`config.mk`:
```
export PLATFORM = sky130hd
export DESIGN_NAME = mod_updown_counter
export DESIGN_NICKNAME = d
export VERILOG_FILES = /design/src/rtl/mod_updown_counter.sv
export SDC_FILE = /design/constraint.sdc
export NUM_CORES = 1
export LEC_CHECK = 0
export CORE_AREA = 2 2 66 62
export DETAILED_ROUTE_END_ITERATION = 10
export DIE_AREA = 0 0 68 64
export SLEW_MARGIN = 25
export SYNTH_ARGS = -nofsm -noshare
export SYNTH_HDL_FRONTEND = slang
export SYNTH_SLANG_ARGS = --single-unit
```
`constraint.sdc`:
```
create_clock -name clk -period 2.01 [get_ports clk]
set_clock_uncertainty 0.15 [all_clocks]
set_input_delay 0.201 -clock clk [delete_from_list [all_inputs] [get_ports clk]]
set_output_delay 0.201 -clock clk [all_outputs]
set_load 0.05 [all_outputs]
```
`src/rtl/mod_updown_counter.sv`:
```
// mod_updown_counter: parametrised up/down counter with a programmable
// modulus (0..MAX_VAL), an enable prescaler, parallel load, synchronous
// clear and a choice of wrap or saturate at the boundaries.
// Registered terminal-count pulse (tc) and sticky boundary flag.
//
// Optional build macro: COUNTER_SNAPSHOT_EN
//   When defined, this adds input snap and output snap_count. snap_count
//   captures the pre-edge count whenever snap=1. Only reset clears it.
module mod_updown_counter #(
  parameter int WIDTH    = 3,
  parameter int MAX_VAL  = 7,
  parameter int SATURATE = 0,
  parameter int PRESCALE = 1
) (
  input  logic             clk,
  input  logic             reset,
  input  logic             en,
  input  logic             up,
  input  logic             load,
  input  logic [WIDTH-1:0] load_val,
  input  logic             clear,
`ifdef COUNTER_SNAPSHOT_EN
  input  logic             snap,
  output logic [WIDTH-1:0] snap_count,
`endif
  output logic [WIDTH-1:0] count,
  output logic             tc,
  output logic             at_max,
  output logic             at_min,
  output logic             ovf_sticky
);

  localparam logic [WIDTH:0]   max_ext  = (WIDTH+1)'(MAX_VAL);
  localparam logic [WIDTH-1:0] max_w    = WIDTH'(MAX_VAL);
  localparam logic [15:0]      psc_last = 16'(PRESCALE - 1);

  logic [15:0]      psc;
  logic             step;
  logic             boundary;
  logic [WIDTH:0]   cnt_ext;
  logic [WIDTH:0]   sum_ext;
  logic [WIDTH:0]   dif_ext;
  logic [WIDTH:0]   ld_ext;
  logic [WIDTH-1:0] cnt_nxt;
  logic [WIDTH-1:0] ld_clamped;

  assign step = en && (psc == psc_last);

  // Next count for a step, plus boundary detection. The extra bit catches
  // overflow past MAX_VAL going up. It also shows the borrow out of 0 going down.
  always_comb begin
    cnt_ext  = {1'b0, count};
    sum_ext  = cnt_ext + (WIDTH+1)'(1);
    dif_ext  = cnt_ext - (WIDTH+1)'(1);
    boundary = 1'b0;
    cnt_nxt  = count;
    if (up) begin
      if (sum_ext > max_ext) begin
        boundary = 1'b1;
        cnt_nxt  = (SATURATE != 0) ? max_w : '0;
      end else begin
        cnt_nxt  = sum_ext[WIDTH-1:0];
      end
    end else begin
      if (dif_ext[WIDTH]) begin
        boundary = 1'b1;
        cnt_nxt  = (SATURATE != 0) ? '0 : max_w;
      end else begin
        cnt_nxt  = dif_ext[WIDTH-1:0];
      end
    end
  end

  // Clamp parallel-load values that lie above the modulus.
  always_comb begin
    ld_ext     = {1'b0, load_val};
    ld_clamped = (ld_ext > max_ext) ? max_w : load_val;
  end

  // Counter, prescaler and flags, with priority reset > clear > load > step.
  always_ff @(posedge clk) begin
    if (reset) begin
      count      <= '0;
      psc        <= '0;
      tc         <= 1'b0;
      ovf_sticky <= 1'b0;
    end else if (clear) begin
      count      <= '0;
      psc        <= '0;
      tc         <= 1'b0;
      ovf_sticky <= 1'b0;
    end else if (load) begin
      count      <= ld_clamped;
      psc        <= '0;
      tc         <= 1'b0;
    end else begin
      tc <= 1'b0;
      if (step) begin
        psc   <= '0;
        count <= cnt_nxt;
        if (boundary) begin
          tc         <= 1'b1;
          ovf_sticky <= 1'b1;
        end
      end else if (en) begin
        psc <= psc + 16'd1;
      end
    end
  end

`ifdef COUNTER_SNAPSHOT_EN
  // Snapshot of the pre-edge count. clear and load leave it alone.
  always_ff @(posedge clk) begin
    if (reset)
      snap_count <= '0;
    else if (snap)
      snap_count <= count;
  end
`endif

  assign at_max = (count == max_w);
  assign at_min = (count == '0);

endmodule

```
Word level (Yosys, flattened, before mapping). Cells that the tools add are included.

Flip-flop bits (word level): 21. Latch bits: 0. RAM bits: 0. ROM bits: 0. Word-level logic and storage cells: 28. Memories: 0.

Add/subtract/negate cells: 3. $mul: 0. Divide/modulo/power cells: 0. Magnitude comparators: 1. Equal/unequal tests: 1. Shift-type cells: 0. Muxes and demuxes: 9. Bitwise gates (word level): 2. Reduce and logical (&&, ||, !) cells: 8.

Operators with widths (number): $add A16 B1 Y16 const B (1); $logic_not A16 Y1 (1); $mux W3 (5); $reduce_or A4 Y1 (2); $add A3 B1 Y4 const B (1); $gt A4 B3 Y1 const B (1); $mux W1 (4); $sub A3 B1 Y4 const B (1); $eq A3 B3 Y1 const B (1); $logic_not A3 Y1 (1); $reduce_and A3 Y1 (1); $not A1 Y1 (2); $reduce_bool A2 Y1 (1); $reduce_or A2 Y1 (1); $logic_and A1 B1 Y1 (1).

Depth between registers and ports, before layout.
Word-level depth: 6. Mapped depth: 7.

Worst setup path after synthesis. Ideal clock, no wire load.

Kind: reg2reg. Start point: register count[0]. End point: register count[2]. Setup time: 0.070 ns. Data arrival time: 1.782 ns. Required time: 1.790 ns. Setup slack: 0.008 ns. Cell stages (with the launch flop): 7. Buffers on the path: 0. Period minus slack after synthesis: 2.002 ns. Cells stage by stage: dfxtp_1 -> inv_1 -> ha_1 -> a21oi_1 -> o31ai_1 -> a221o_1 -> a21oi_1.

Longest elaborated chain between the ends: 6. Elaborated cells between the ends (all ways): 8. Those cells by class: 2 x add/sub; 1 x order compare; 5 x mux.

RTL lines: from (decl) (line 26) `output logic [WIDTH-1:0] count,`; from (signal assigned) (line 93) `count <= ld_clamped;`; from (signal assigned) (line 100) `count <= cnt_nxt;`; $add A3 B1 Y4 (line 53) `sum_ext = cnt_ext + (WIDTH+1)'(1);`; $gt A4 B3 Y1 (line 58) `if (sum_ext > max_ext) begin`; $mux W3 (line 58); $mux W3 * (line 57) `if (up) begin`; $mux W3 * (line 98) `if (step) begin`; $mux W3 * (line 92) `end else if (load) begin`.

Every way passes the cells marked *; elsewhere a longest branch is shown, timed or not. The select of a mux whose other input is x is not followed. A chain may end at the register's enable or synchronous reset.

Worst setup path in the final report.
Start point: register count[0]. End point: output port count[0].

No word-level cell between the ends.

==> flow_metrics.py <==
metrics = {
    "outcome": {
        "outcome": "finished clean",
    },
    "sta": {
        "rsz0062_at_grt": "false",
        "worst_slack_ns": 0.1310,
        "slew_headroom_pct": 67.10,
        "finalCritPeriodShare_pct": 93.48,
        "period_minus_slack_ns": 1.879,
        "setup-tns-final_ns": 0,
        "slew_viol_final": 0,
        "hold_violations": 0,
        "tightestPinTransition_ns": 0.4920,
        "max_freq_ghz": 0.5322,
        "finalSetupViolations": 0,
    },
    "logic_synthesis": {
        "synth.top_cell.area_share_pct": 35.67,
        "ys_top_cells_by_count": "21 x dfxtp_1, 19 x nor2_1, 11 x nand2_1",
        "syn_area_um2": 1179,
        "post-synth-top-area-cell": "dfxtp_1",
        "synth_adder_area_share_pct": 6.369,
        "muxShareOfSynthArea_pct": 0.8493,
        "yosys.area_share.simple_pct": 34.08,
        "yosysWarnings": 0,
        "synth_edf_count": 0,
        "ys_top_cells_by_area": "dfxtp_1 36%, ha_1 6.4%, nor2_1 6.1%",
        "synthArstFlopShare_pct": 0,
        "synth-seq-area-share_pct": 35.67,
        "synthCells": 127,
        "syn-num-nets": 142,
        "synth_cell_types": 31,
        "synth_area_per_cell_um2": 9.281,
        "yosys.area_share.xor_xnor_pct": 11.15,
        "yosys_register_bits": 21,
        "yosysMostFrequentCell": "dfxtp_1",
        "synth-compound-area-share_pct": 9.023,
        "synth_top_family_by_area": "simple AND/OR/NAND/NOR gates",
        "synthFlopType": "dfxtp_1",
    },
    "worst_setup_path": {
        "reg2reg_depth": 6,
        "cp_max_fo": 7,
        "critPathArrivalTime_ns": 1.53,
        "reg2reg_slack_ns": 0.27,
        "startpoint": "count[0]",
        "path_delay_family": "buffers and inverters",
        "cp_slowest_cell": "clkdlybuf4s50_1",
        "critPathKind": "reg2out",
        "critPathMaxStageDelay_ns": 0.84,
        "startpoint_type": "flip-flop",
        "required_ns": 1.66,
        "critPathCaptureType": "primary output",
        "cp_cell_sequence": "clkdlybuf4s50_1",
        "path_buf_inv": 1,
        "r2r-start": "count[0]",
        "worstSetupPathDepth": 1,
    },
    "job": {
        "cap_violations": 0,
    },
    "global_routing": {
        "grt.total_usage_pct": 10.79,
        "antenna_found_initial": 0,
        "grt_pass1_wl_um": 3588,
        "grt_max_degree": 17,
        "grt_pass1_vias": 839,
        "grt_overflow": 0,
    },
    "power_and_ir_drop": {
        "powerDensity_nw_per_um2": 560.6,
        "peakVddDrop_uv": 428.3,
        "leakagePower_uw": 0.0005202,
    },
    "route": {
        "drt_iter0_drc": 23,
        "dr.pass1.iters": 4,
        "vias": 941,
        "ant_nets": 0,
        "post_drt_wl_per_cell_um": 11.08,
        "avgViaCountPerCell": 4.901,
        "finalWirelength_um": 2128,
        "drc": 0,
    },
    "place": {
        "place_congestion": 0.7830,
        "io_buffers": 15,
        "dp_slack_ns": -0.03915,
        "dpl.hpwl_um": 1597,
    },
    "floorplanning": {
        "core_um2": 3626,
        "rows": 21,
        "die-area_um2": 4352,
        "die_y_um": 64,
        "start_util_pct": 32.51,
        "io_pins": 16,
        "die_w_um": 68,
    },
    "final_layout": {
        "syn2layout_area_growth_pct": 21.44,
        "antenna_cells": 0,
        "multiInputGateArea_um2": 724.4,
        "filler_cell_count": 362,
        "fin_nets": 162,
        "drive_gt1_share_pct": 11.64,
        "seq_area_um2": 420.4,
    },
    "cts": {
        "cts_max_level": 1,
        "clockBufferDepth": 2,
        "cts_repair_resize_count": 0,
        "clkSinkCount": 21,
        "clkLatencyLatePin_ns": 0.26,
        "root_buffer": "clkbuf_8",
        "post_cts_buffers": 0,
        "cts_buffers": 3,
        "clk_pin_slew_ns": 0.07,
        "hold_buffers": 0,
        "cts_tree": "done",
    },
    "hold_path": {
        "min_from": "ovf_sticky",
        "hold_path_depth": 1,
        "worstHoldPathType": "reg2reg",
    },
}
==> per-layer routing <==
metal | up-vias | part of all wire (%) | track usage, % | routed length, µm
met3 | 5 | 5.5 | 3.521 | 118
li1 | 486 | - | - | -
met4 | 0 | 2.3 | 6.000 | 49
met5 | - | 0 | 0 | 0
met1 | 431 | 47 | 12.42 | 1005
met2 | 19 | 45 | 17.23 | 955
==> cell usage in the layout, fill, tap and decap left out, drive strengths merged, types with 4 or more instances in the layout <==
cell,n
nor2,19
clkdlybuf4s50,12
nor4,4
inv,5
clkbuf,4
ha,6
nand4,7
xnor2,8
xor2,7
nand3,4
buf,6
nand2,11
o21ai,5
dfxtp,21
a21oi,5
==> final cells by class <==
class | instances | share of cell area (%)
sequential | 21 | 29.37
tap | 46 | 4.021
inverter | 5 | 1.311
timing repair buffer | 18 | 11.54
clock buffer | 4 | 3.147
multi-input combinational | 98 | 50.61
==> power breakdown <==
part / switching (µW) / internal [µW]
clock network: 128 / 141
logic: 58.6 / 47.9
registers: 6.88 / 420
==> sequential cells by signal (all words and copies together) (netlist names) <==
name,cells
psc,16
count,3
ovf_sticky,1
tc,1
==> cells by family (layout without fill, tap and decap cells) <==
kind of cell             count (synthesis)  in the layout
AND/OR/NAND/NOR                         59             59
XOR/XNOR                                15             15
AO/OA/AOI/OAI                           17             17
buffers and inverters                    8             27
flip-flops                              21             21
multiplexers                             1              1
adder cells (fa/ha/maj)                  6              6
==> path summary, 6_finish.rpt <==
kind,end
worst min-delay path,ovf_sticky
worst max-delay path,count[0]
worst max register to register,count[2]
worst min register to register,ovf_sticky
==> metrics by stage <==
stage / hold slack (ns) / total power [µW] / instance area [µm²] / cells / utilization [%]
after CTS: 0.3106 / 816.8 / 1431 / 192 / 39.48
after global routing: 0.3512 / 848.1 / 1431 / 192 / 39.48
final: 0.3035 / 802.4 / 1431 / 192 / 39.48
after detailed placement: 0.2927 / 543.7 / 1386 / 188 / 38.23
after floorplan: 0.1264 / 503.7 / 1179 / 127 / -
after global placement: 0.2917 / 542.6 / 1386 / 188 / 38.23
(Power assumes the default switching activity.)
==> RTL change 1: new RTL, same settings <==
`SATURATE`: 0 -> 1.
--- a/src/rtl/mod_updown_counter.sv
+++ b/src/rtl/mod_updown_counter.sv
@@ -10,5 +10,5 @@
   parameter int WIDTH    = 3,
   parameter int MAX_VAL  = 7,
-  parameter int SATURATE = 0,
+  parameter int SATURATE = 1,
   parameter int PRESCALE = 1
 ) (
Formal check against the unedited RTL: not equivalent (Yosys sat finds a counterexample within 4 cycles, from zero or initial values).
==> RTL change 1 against the unedited design <==
Highest routed layer unchanged; power fell by 0.16%; cell area fell by 0.52%; wire length rose by 14%; sequential cell count did not move; utilization fell by 0.21 points; setup slack got worse by 0.061 ns; synthesized area fell by 4.9%.
==> RTL change 1: results (changes against the unedited design) <==
stage;metric;value;unit;change
outcome;run_status;finished, final reports clean;;unchanged
detailed_routing;initialDrtViolationCount;51;;was 23
layout;final_nets;173;;was 162
placement;place_ws;-0.0100;ns;was -0.0392 ns
worst_setup_path;cp.arrival;1.59;ns;was 1.53 ns
hold_path;holdPathStages;2;;was 1
worst_setup_path;reg2reg_slack;0.19;ns;was 0.27 ns
detailed_routing;wl;2.44;mm;was 2.13 mm
timing;fin_hold_ws;0.328;ns;was 0.303 ns
logic_synthesis;synth_cell_count_leaders;21 x sky130_fd_sc_hd__dfxtp_1, 21 x sky130_fd_sc_hd__nor2_1, 10 x sky130_fd_sc_hd__xnor2_1;;was 21 x sky130_fd_sc_hd__dfxtp_1, 19 x sky130_fd_sc_hd__nor2_1, 11 x sky130_fd_sc_hd__nand2_1
power_and_ir_drop;vdd_ir_drop_max;279;uV;was 428 uV
global_route;grt_start_max_net_pins;12;;was 17
power_and_ir_drop;total_power;0.801;mW;was 0.802 mW
power_and_ir_drop;switching_power_of_the_nets;0.196;mW;was 0.193 mW
worst_setup_path;cp-startpoint;count[1];;was count[0]
global_route;globalRouteTotalUtil;12.4;%;was 10.8%
logic_synthesis;syn-num-nets;149;;was 142
placement;detailed_place_hpwl;1.88;mm;was 1.60 mm
layout;drive_gt1_share;12.1;%;was 11.6%
power_and_ir_drop;comb_cell_power;0.0993;mW;was 0.106 mW
worst_setup_path;rr_startpoint;psc[1];;was count[0]
detailed_routing;route.vias.total;1002;;was 941
power_and_ir_drop;leakage;0.486;nW;was 0.520 nW
logic_synthesis;synthTopCellsByArea;sky130_fd_sc_hd__dfxtp_1 38%, sky130_fd_sc_hd__xnor2_1 7.8%, sky130_fd_sc_hd__nor2_1 7.0%;;was sky130_fd_sc_hd__dfxtp_1 36%, sky130_fd_sc_hd__ha_1 6.4%, sky130_fd_sc_hd__nor2_1 6.1%
power_and_ir_drop;clk_pwr;0.275;mW;was 0.269 mW
logic_synthesis;ys_seq_area_share;37.5;%;was 35.7%
layout;fill_cell_total_of_the_finished_layout;376;;was 362
==> RTL change 1: cell count changes after synthesis, moves of 4 or more <==
cell / change
sky130_fd_sc_hd__nor4_1: +5
sky130_fd_sc_hd__nand3_1: +5
sky130_fd_sc_hd__nand2_1: -6
sky130_fd_sc_hd__inv_1: +4
==> RTL change 1: how the worst max path moves through the flow <==
| stage | slack [ns] | depth (start not counted) | to |
|---|---|---|---|
| finish | 0.07 | 1 | count[1] |
| global route | 0.02 | 1 | count[1] |
| CTS | 0.07 | 1 | count[1] |
| detailed placement | -0.01 | 5 | count[2] |
| global placement | 0.06 | 5 | count[2] |
| floorplan | 0.1 | 3 | at_min |
==> RTL change 1: area by class of cell <==
type / instances / area share (%)
Clock buffer: 4 / 3.16
Sequential cell: 21 / 29.5
Tap cell: 46 / 4.04
Timing Repair Buffer: 23 / 14.9
Inverter: 9 / 2.37
Multi-Input combinational cell: 100 / 46.0
==> RTL change 1: cells by family (layout without fill, tap and decap cells) <==
logic type               Yosys count  after routing  synth area share, %
AO/OA/AOI/OAI                     15             15                 8.26
XOR/XNOR                          14             14                 10.9
adder cells (fa/ha/maj)            6              6                 6.70
buffers and inverters             13             36                 4.69
flip-flops                        21             21                 37.5
multiplexers                       1              1                0.893
AND/OR/NAND/NOR                   64             64                 31.0
==> RTL change 1: layer usage <==
| metal | wire length, um | global-route usage [%] | up-vias |
|---|---|---|---|
| li1 | - | - | 515 |
| met1 | 1140 | 15.9 | 461 |
| met2 | 1080 | 19.3 | 21 |
| met3 | 178 | 2.64 | 5 |
| met4 | 44 | 6.25 | 0 |
| met5 | 0 | 0 | - |
==> RTL change 2: new RTL, same settings <==
Made on the original files. Put a register stage on the outputs `at_max` and `at_min`. The values now appear one clock later. The other outputs are not delayed to match.
--- a/src/rtl/mod_updown_counter.sv
+++ b/src/rtl/mod_updown_counter.sv
@@ -119,6 +119,8 @@
 `endif
 
-  assign at_max = (count == max_w);
-  assign at_min = (count == '0);
+  always_ff @(posedge clk) begin
+    at_max <= (count == max_w);
+    at_min <= (count == '0);
+  end
 
 endmodule
Formal check against the unedited RTL: not equivalent (a bounded check fails within 4 cycles, from zero or initial values).
==> RTL change 2 against the unedited design <==
Register-to-register slack worse by 0.06 ns; setup slack worse by 0.020 ns; first-iteration DRC count up 52%; power up 7.3%; synthesized area up 3.4%; wire length up 14%; cell area up 3.1%; sequential cell count up 2; largest cell class unchanged.
==> RTL change 2: results (changes against the unedited design) <==
stage;metric;value;unit;change
layout;largest_registers;psc: 16 flops, count: 3 flops;;unchanged
logic_synthesis;syn-num-nets;144;;was 142
power_and_ir_drop;leakage;0.535;nW;was 0.520 nW
detailed_routing;wl;2.42;mm;was 2.13 mm
global_route;globalRouteTotalUtil;12.4;%;was 10.8%
hold_path;holdPathStages;1;;unchanged
logic_synthesis;synthesized_area_per_cell;9.45;um2;was 9.28 um2
global_route;grt.met3_usage;3.70;%;was 3.52%
clocking;clock_insertion_delay_worst_skew;0.26;ns;about the same
layout;drive_gt1_share;10.1;%;was 11.6%
logic_synthesis;synthTopCellsByArea;sky130_fd_sc_hd__dfxtp_1 38%, sky130_fd_sc_hd__ha_1 6.2%, sky130_fd_sc_hd__nor2_1 5.9%;;was sky130_fd_sc_hd__dfxtp_1 36%, sky130_fd_sc_hd__ha_1 6.4%, sky130_fd_sc_hd__nor2_1 6.1%
placement;finalWeightedCongestion;0.825;;was 0.783
logic_synthesis;synth_cell_count_leaders;23 x sky130_fd_sc_hd__dfxtp_1, 19 x sky130_fd_sc_hd__nor2_1, 11 x sky130_fd_sc_hd__nand2_1;;was 21 x sky130_fd_sc_hd__dfxtp_1, 19 x sky130_fd_sc_hd__nor2_1, 11 x sky130_fd_sc_hd__nand2_1
placement;place_inst;190;;was 188
clocking;clock_path_buffers;2;;unchanged
logic_synthesis;yosysWarnings;0;;unchanged
detailed_routing;initialDrtViolationCount;35;;was 23
global_route;grt_start_max_net_pins;17;;unchanged
worst_setup_path;rr_startpoint;count[0];;unchanged
global_route;gr-usage-met1;17.2;%;was 12.4%
power_and_ir_drop;switching_power_of_the_nets;0.208;mW;was 0.193 mW
clocking;cts.clk_slew.worst_paths;0.07;ns;about the same
layout;final_nets;164;;was 162
global_route;first_global_vias;939;;was 839
timing;slew_at_the_pin_closest_to_its_max_slew_limit;0.497;ns;was 0.492 ns
worst_setup_path;rr_endpoint;count[2];;unchanged
detailed_routing;route.vias.total;960;;was 941
worst_setup_path;kind_of_cell_with_the_highest_combined_delay_on_the_critical_path;buffers and inverters;;unchanged
layout;fill_cell_total_of_the_finished_layout;359;;was 362
logic_synthesis;ys_seq_area_share;37.8;%;was 35.7%
layout;insertedDiodeCount;0;;unchanged
power_and_ir_drop;vdd_ir_drop_max;242;uV;was 428 uV
worst_setup_path;reg2reg_slack;0.21;ns;was 0.27 ns
detailed_routing;avgViaCountPerCell;4.95;;was 4.90
hold_path;hold_path.startpoint;ovf_sticky;;unchanged
logic_synthesis;yosysUniqueCellTypes;31;;unchanged
detailed_routing;dr.pass1.iters;4;;unchanged
worst_setup_path;slowest_delay;0.85;ns;
hold_path;hold_path.class;reg -> reg;;unchanged
timing;fin_hold_ws;0.326;ns;was 0.303 ns
worst_setup_path;cp.arrival;1.55;ns;was 1.53 ns
outcome;run_status;finished, final reports clean;;unchanged
global_route;grt_pass1_wl;4.18;mm;was 3.59 mm
hold_path;hold_path_end;ovf_sticky;;unchanged
global_route;use_met2;18.6;%;was 17.2%
clocking;htree_num_levels;1;;unchanged
placement;detailed_place_hpwl;1.82;mm;was 1.60 mm
## RTL change 2: changes by cell type after synthesis
cell	delta
sky130_fd_sc_hd__dfxtp_1	+2
## RTL change 2: kinds of logic (layout without fill, tap and decap cells)
| group | after synthesis | in the layout | synth area share, % |
|---|---|---|---|
| flip-flops | 23 | 23 | 37.8 |
| multiplexers | 1 | 1 | 0.821 |
| adder cells (fa/ha/maj) | 6 | 6 | 6.16 |
| AND/OR/NAND/NOR | 59 | 59 | 33.0 |
| XOR/XNOR | 15 | 15 | 10.8 |
| AO/OA/AOI/OAI | 17 | 17 | 8.73 |
| buffers and inverters | 8 | 27 | 2.77 |
## RTL change 2: metal layers
metal	routed length (um)	vias up
met4	24	0
li1	-	491
met2	1060	13
met3	59	4
met1	1280	452
met5	0	-
## RTL change 2: cell type report
| cell class | count | area, um2 | share of cell area, % |
|---|---|---|---|
| Multi-Input combinational cell | 98 | 724 | 49.1 |
| Sequential cell | 23 | 460 | 31.2 |
| Timing Repair Buffer | 18 | 170 | 11.5 |
| Tap cell | 46 | 57.6 | 3.90 |
| Clock buffer | 4 | 45.0 | 3.05 |
| Inverter | 5 | 18.8 | 1.27 |
## RTL change 2: worst max-delay path by stage
stage,startpoint,endpoint,depth (start not counted)
6_report,count[0],count[0],1
5_1_grt,count[0],count[0],1
4_1_cts,count[0],count[0],1
3_5_place_dp,en,count[1],5
3_3_place_gp,en,count[1],5
2_1_floorplan,count[0],count[2],6
## RTL change 2: power groups by stage
stage / sequential [mW] / combinational [mW] / clock [mW]
after CTS: 0.470 / 0.110 / 0.294
after detailed placement: 0.481 / 0.109 / 0
final: 0.470 / 0.109 / 0.282
after global placement: 0.480 / 0.108 / 0
after global routing: 0.471 / 0.118 / 0.314
after floorplan: 0.500 / 0.0471 / 0
## RTL change 2: stage by stage
step,area (um2),worst slack (ns)
finish,1480,0.111
global route,1480,0.0436
detailed placement,1430,0.0591
floorplan,1220,0.00823
global placement,1430,0.108
CTS,1480,0.0912
